===== config.mk =====
export PLATFORM = sky130hd
export DESIGN_NAME = fundamental_mode_sequencer
export DESIGN_NICKNAME = d
export VERILOG_FILES = /design/src/rtl/fundamental_mode_sequencer.sv
export SDC_FILE = /design/constraint.sdc
export NUM_CORES = 1
export LEC_CHECK = 0
export ABC_CLOCK_PERIOD_IN_PS = 4350
export BUFFER_PORTS_ARGS = -buffer_cell sky130_fd_sc_hd__buf_2
export CAP_MARGIN = 40
export CORE_ASPECT_RATIO = 0.9
export CORE_MARGIN = 1.5
export CORE_UTILIZATION = 60
export DETAILED_ROUTE_END_ITERATION = 8
export GPL_ROUTABILITY_DRIVEN = 1
export GPL_TIMING_DRIVEN = 0
export PLACE_DENSITY = 0.79
export SYNTH_ARGS = -nofsm -noshare
export SYNTH_HDL_FRONTEND = slang
export SYNTH_SLANG_ARGS = --single-unit

===== constraint.sdc =====
create_clock -name clk -period 4.35 [get_ports clk]
set_clock_uncertainty 0.2 [all_clocks]
set_input_delay 0.87 -clock clk [delete_from_list [all_inputs] [get_ports clk]]
set_output_delay 0.87 -clock clk [all_outputs]
set_load 0.02 [all_outputs]

===== src/rtl/fundamental_mode_sequencer.sv =====
`default_nettype none
// ============================================================================
//  Module   : fundamental_mode_sequencer
//  Purpose  : Clocked driver for a two-input fundamental-mode asynchronous
//             state machine. Accepts a target {X2,X1} vector on a valid/ready
//             request channel, walks the async inputs toward it one bit per
//             settle window (X1 before X2), then samples the synchronized
//             {Z2,Z1} outputs and returns them on a valid/ready response
//             channel.
//  Ports    : clk, rst_n                 clock / async active-low reset
//             req_valid, req_ready, req_x request channel (target {X2,X1})
//             rsp_valid, rsp_ready,       response channel ({Z2,Z1}, number
//             rsp_z, rsp_steps,           of X bits changed, late-Z flag)
//             rsp_unstable
//             x1_out, x2_out              registered drives to the async core
//             z1_in, z2_in                unsynchronized async outputs
//             busy                        high whenever not idle
//  Options  : `define FMS_STABILITY_CHECK_EN to enable the late-Z-change
//             monitor; otherwise rsp_unstable is tied low.
//  Revision : 1.0  initial release
// ============================================================================
module fundamental_mode_sequencer #(
    parameter int SETTLE_CYCLES = 6,
    parameter int CNT_W         = 8
) (
    input  logic       clk,
    input  logic       rst_n,
    input  logic       req_valid,
    output logic       req_ready,
    input  logic [1:0] req_x,
    output logic       rsp_valid,
    input  logic       rsp_ready,
    output logic [1:0] rsp_z,
    output logic [1:0] rsp_steps,
    output logic       rsp_unstable,
    output logic       x1_out,
    output logic       x2_out,
    input  logic       z1_in,
    input  logic       z2_in,
    output logic       busy
);

    localparam logic [1:0] ST_IDLE   = 2'd0;
    localparam logic [1:0] ST_STEP   = 2'd1;
    localparam logic [1:0] ST_SETTLE = 2'd2;
    localparam logic [1:0] ST_RESP   = 2'd3;

    // Windows between two input changes run SETTLE_CYCLES cycles in SETTLE.
    // The window that ends in a sample runs one cycle longer so that the
    // last X change has fully propagated through the two-flop synchronizer.
    localparam logic [CNT_W-1:0] C_LOAD_MID  = CNT_W'(SETTLE_CYCLES - 1);
    localparam logic [CNT_W-1:0] C_LOAD_LAST = CNT_W'(SETTLE_CYCLES);

    logic [1:0]       r_state;
    logic [1:0]       r_diff;
    logic [CNT_W-1:0] r_cnt;
    logic [1:0]       r_steps;
    logic             r_x1;
    logic             r_x2;
    logic [1:0]       r_sync1;
    logic [1:0]       r_zs;
    logic             r_rsp_valid;
    logic [1:0]       r_rsp_z;
    logic [1:0]       r_rsp_steps;

    logic [1:0]       w_diff_next;
    logic             w_accept;
    logic             w_sample;

    // Lowest pending bit is served first, so X1 always moves before X2.
    always_comb begin
        w_diff_next = 2'b00;
        if (r_diff[0]) begin
            w_diff_next = {r_diff[1], 1'b0};
        end
    end

    assign w_accept = (r_state == ST_IDLE) && req_valid;
    assign w_sample = (r_state == ST_SETTLE) && (r_cnt == '0) && (r_diff == 2'b00);

    // Two-flop synchronizer for the async outputs.
    always_ff @(posedge clk or negedge rst_n) begin
        if (!rst_n) begin
            r_sync1 <= 2'b00;
            r_zs    <= 2'b00;
        end else begin
            r_sync1 <= {z2_in, z1_in};
            r_zs    <= r_sync1;
        end
    end

    always_ff @(posedge clk or negedge rst_n) begin
        if (!rst_n) begin
            r_state     <= ST_IDLE;
            r_diff      <= 2'b00;
            r_cnt       <= '0;
            r_steps     <= 2'b00;
            r_x1        <= 1'b0;
            r_x2        <= 1'b0;
            r_rsp_valid <= 1'b0;
            r_rsp_z     <= 2'b00;
            r_rsp_steps <= 2'b00;
        end else begin
            case (r_state)
                ST_IDLE: begin
                    if (w_accept) begin
                        r_diff  <= req_x ^ {r_x2, r_x1};
                        r_steps <= 2'b00;
                        r_state <= ST_STEP;
                    end
                end
                ST_STEP: begin
                    if (r_diff[0]) begin
                        r_x1 <= ~r_x1;
                    end else if (r_diff[1]) begin
                        r_x2 <= ~r_x2;
                    end
                    if (r_diff != 2'b00) begin
                        r_steps <= r_steps + 2'd1;
                    end
                    r_diff  <= w_diff_next;
                    r_cnt   <= (w_diff_next != 2'b00) ? C_LOAD_MID : C_LOAD_LAST;
                    r_state <= ST_SETTLE;
                end
                ST_SETTLE: begin
                    if (r_cnt != '0) begin
                        r_cnt <= r_cnt - 1'b1;
                    end else if (r_diff != 2'b00) begin
                        r_state <= ST_STEP;
                    end else begin
                        r_rsp_z     <= r_zs;
                        r_rsp_steps <= r_steps;
                        r_rsp_valid <= 1'b1;
                        r_state     <= ST_RESP;
                    end
                end
                ST_RESP: begin
                    if (rsp_ready) begin
                        r_rsp_valid <= 1'b0;
                        r_state     <= ST_IDLE;
                    end
                end
                default: begin
                    r_state <= ST_IDLE;
                end
            endcase
        end
    end

`ifdef FMS_STABILITY_CHECK_EN
    logic [1:0] r_zs_d;
    logic       r_unstable;
    logic       r_rsp_unstable;
    logic       w_late_change;

    // A Z change while the counter is at 1 or 0 means the core had not
    // settled by the end of the window.
    assign w_late_change = (r_state == ST_SETTLE) && (r_cnt <= CNT_W'(1)) && (r_zs != r_zs_d);

    always_ff @(posedge clk or negedge rst_n) begin
        if (!rst_n) begin
            r_zs_d         <= 2'b00;
            r_unstable     <= 1'b0;
            r_rsp_unstable <= 1'b0;
        end else begin
            r_zs_d <= r_zs;
            if (w_accept) begin
                r_unstable     <= 1'b0;
                r_rsp_unstable <= 1'b0;
            end else begin
                if (w_late_change) begin
                    r_unstable <= 1'b1;
                end
                // Include a change seen in the sampling cycle itself.
                if (w_sample) begin
                    r_rsp_unstable <= r_unstable | w_late_change;
                end
            end
        end
    end

    assign rsp_unstable = r_rsp_unstable;
`else
    assign rsp_unstable = 1'b0;
`endif

    assign req_ready = (r_state == ST_IDLE);
    assign busy      = (r_state != ST_IDLE);
    assign rsp_valid = r_rsp_valid;
    assign rsp_z     = r_rsp_z;
    assign rsp_steps = r_rsp_steps;
    assign x1_out    = r_x1;
    assign x2_out    = r_x2;

endmodule
`default_nettype wire


==> impl_metrics.py <==
metrics = {
    "worst_setup_path": {
        "cp.arrival_ns": 1.75,
        "endpoint_kind": "output pin",
        "reg2reg_depth": 6,
        "reg2reg_to": "r_cnt[1]",
        "crit_type": "reg2out",
        "crit_chain": "clkbuf_1, buf_1, nor2_1, inv_1, buf_2",
        "r2r-start": "r_cnt[1]",
        "cp_top_family": "buffers and inverters",
        "rrSetupSlack_ns": 2.09,
        "cp.required_ns": 3.28,
        "cp_max_fo": 10,
        "slowest_delay_ns": 0.39,
        "path_buf_inv": 4,
        "setup.worst_path.start": "r_state[1]",
        "cpMaxStageDelayCell": "buf_1",
        "startpoint_type": "flop",
    },
    "sta": {
        "fin_tns_setup_ns": 0,
        "relSlewSlack": 0.6285,
        "setup_viol": 0,
        "rsz0062_at_grt": "false",
        "final_max_slew_viol_count": 0,
        "max_freq_mhz": 355.0,
        "timing.final.crit_share": 0.6476,
        "hold_ws_ns": 0.1654,
        "period_minus_slack_ns": 2.817,
        "tightest_slew_ns": 0.5573,
        "hold_viol_final": 0,
    },
    "die": {
        "initial_utilization": 0.6552,
        "fp.dieW_um": 51.90,
        "die_area_um2": 2440,
        "core_area_um2": 1971,
        "num_rows": 15,
        "die_h_um": 47.01,
        "ios": 18,
    },
    "synthesis": {
        "synth_top_family_by_area": "simple AND/OR/NAND/NOR gates",
        "synth_seq_cells": 25,
        "ys_seq_area_frac": 0.4845,
        "syn-num-nets": 140,
        "muxShareOfSynthArea": 0.04264,
        "synthXorXnorAreaFrac": 0.03391,
        "syn_area_um2": 1291,
        "synth_compound_area_frac": 0.1705,
        "post_synth_and_or_nand_nor_area_fraction": 0.2054,
        "synth_cell_type_count": 43,
        "synthAdderAreaFrac": 0.01938,
        "yosys_warnings": 0,
        "avgSynthCellArea_um2": 9.933,
        "synthCells": 130,
    },
    "cts": {
        "root_buffer": "clkbuf_4",
        "cts_buffers": 3,
        "clock_latency_ns": 0.32,
        "post_cts_resized": 0,
        "clkTransAtPathRegs_ns": 0.13,
        "post_cts_buffers": 0,
        "tritoncts": "yes",
        "clockBufferDepth": 2,
        "clock_sinks": 25,
        "hold_buffers": 0,
        "h-tree-depth": 1,
    },
    "finish": {
        "drive_gt1_frac": 0.2000,
        "layout_commonest_cell": "dfrtp_1",
        "seqCellArea_um2": 625.6,
        "nets": 161,
        "antenna-diode-count": 0,
        "layout_common_cells": "dfrtp_1 (25), nand2_1 (18), buf_2 (16)",
        "multi_input_comb_area_um2": 613.1,
        "fillerInstances": 152,
        "area_delta_synth_final_pct": 10.66,
    },
    "placed_design": {
        "routabilityCongestion": 0.8407,
        "io_buffers": 16,
        "place.detailed.hpwl_um": 1959,
    },
    "global_route": {
        "grt_max_degree": 26,
        "antenna_found_initial": 0,
        "grt_first_pass_wirelength_um": 4140,
        "grtUsageTotal": 0.2395,
        "grt_pass1_vias": 946,
        "grt-ovfl-total": 0,
    },
    "pwr": {
        "p_sw_frac": 0.4560,
        "powerDensity_nw_per_um2": 724.8,
        "p_int_mw": 0.5634,
        "comb_power_share": 0.516,
        "power.switching_mw": 0.4723,
        "p_leak_nw": 0.6577,
        "p_seq_frac": 0.384,
        "p_total_mw": 1.036,
        "peakVddDrop_mv": 0.5226,
        "power_frac_clock": 0.100,
    },
    "routing": {
        "drt_first_pass_iters": 4,
        "routed_wl_um": 2702,
        "drc": 0,
        "viasPerCell": 6.074,
        "wl_per_cell_um": 15.44,
        "drt_iter0_markers": 41,
        "vias": 1063,
        "ant_nets": 0,
    },
    "run_status": {
        "status": "finished clean",
    },
    "job": {
        "drv_cap": 0,
    },
    "worst_hold_path": {
        "min_path_cells": 0,
        "min_from": "r_sync1[1]",
        "min_path_type": "reg2reg",
        "hold_path_end": "r_zs[1]",
    },
}
-- power groups by stage --
stage	clock network (mW)	registers, mW	logic (mW)
after floorplan	0	0.412	0.371
after CTS	0.107	0.394	0.531
after global routing	0.115	0.409	0.582
final	0.104	0.397	0.535
after global placement	0	0.393	0.513
after detailed placement	0	0.399	0.529
-- cell type report --
class	instances	share of cell area
clock buffer	4	0.01839
timing repair buffer	16	0.05604
sequential	25	0.4378
tap	25	0.02189
buffer	7	0.02102
multi-input combinational	92	0.4291
inverter	6	0.01576
-- metal layers --
layer	track usage	part of all wire	vias to the layer above
met3	0.07962	0.074	5
met1	0.3134	0.45	503
met4	0.06316	0.0074	0
li1	-	-	502
met2	0.3899	0.47	53
met5	0	0	-
-- synthesized netlist by cell type (all sizes together) --
library cell,instances,share of area
o31ai,3,0.021
nor3,4,0.016
mux2i,1,0.0078
nand4,1,0.0048
a311oi,1,0.012
conb,1,0.0029
a21oi,1,0.0039
o21bai,1,0.0058
xnor2,3,0.020
or3,3,0.022
nand2,18,0.052
o2bb2ai,1,0.0068
mux2,4,0.035
nor3b,1,0.0058
a22o,1,0.0068
nor4,1,0.0048
o21ai,9,0.035
nor2b,3,0.015
a21o,1,0.0058
nand2b,1,0.0048
o211ai,1,0.0058
and4b,1,0.0078
nand4b,1,0.0068
clkbuf,3,0.0087
buf,4,0.015
dfrtp,25,0.48
inv,6,0.017
a22oi,1,0.0058
nand3b,2,0.012
o22ai,1,0.0048
a2bb2oi,1,0.0068
ha,2,0.019
xor2,2,0.014
nand3,5,0.019
nor2,9,0.026
or3b,1,0.0087
o311ai,2,0.019
a32o,4,0.031
-- worst max path at each step --
stage                end  cells past startpoint
global route        busy                      5
finish              busy                      5
floorplan           busy                      4
detailed placement  busy                      5
global placement    busy                      5
CTS                 busy                      5
-- state kept, by name, indices dropped and copies added, names as in the netlist --
signal and flops:
r_diff 2, x2_out 1, r_steps 2, r_cnt 8
x1_out 1, rsp_z 2, r_state 2, r_zs 2
rsp_valid 1, r_sync1 2, rsp_steps 2
-- metrics by stage --
step | setup slack [ns] | utilization | instances | instance area [um2]
6_report | 1.533 | 0.7251 | 175 | 1429
5_1_grt | 1.405 | 0.7251 | 175 | 1429
3_5_place_dp | 1.923 | 0.7117 | 171 | 1403
2_1_floorplan | 1.985 | - | 130 | 1291
3_3_place_gp | 1.921 | 0.7117 | 171 | 1403
4_1_cts | 1.548 | 0.7251 | 175 | 1429
-- cells by family (layout without fill, tap and decap cells) --
| logic type | count (synthesis) | in the layout |
|---|---|---|
| adder cells (fa/ha/maj) | 2 | 2 |
| buffers and inverters | 13 | 33 |
| multiplexers | 5 | 5 |
| other | 1 | 1 |
| XOR/XNOR | 5 | 5 |
| flip-flops | 25 | 25 |
| AND/OR/NAND/NOR | 51 | 51 |
| AO/OA/AOI/OAI | 28 | 28 |
Power figures use the tool's default switching activity.
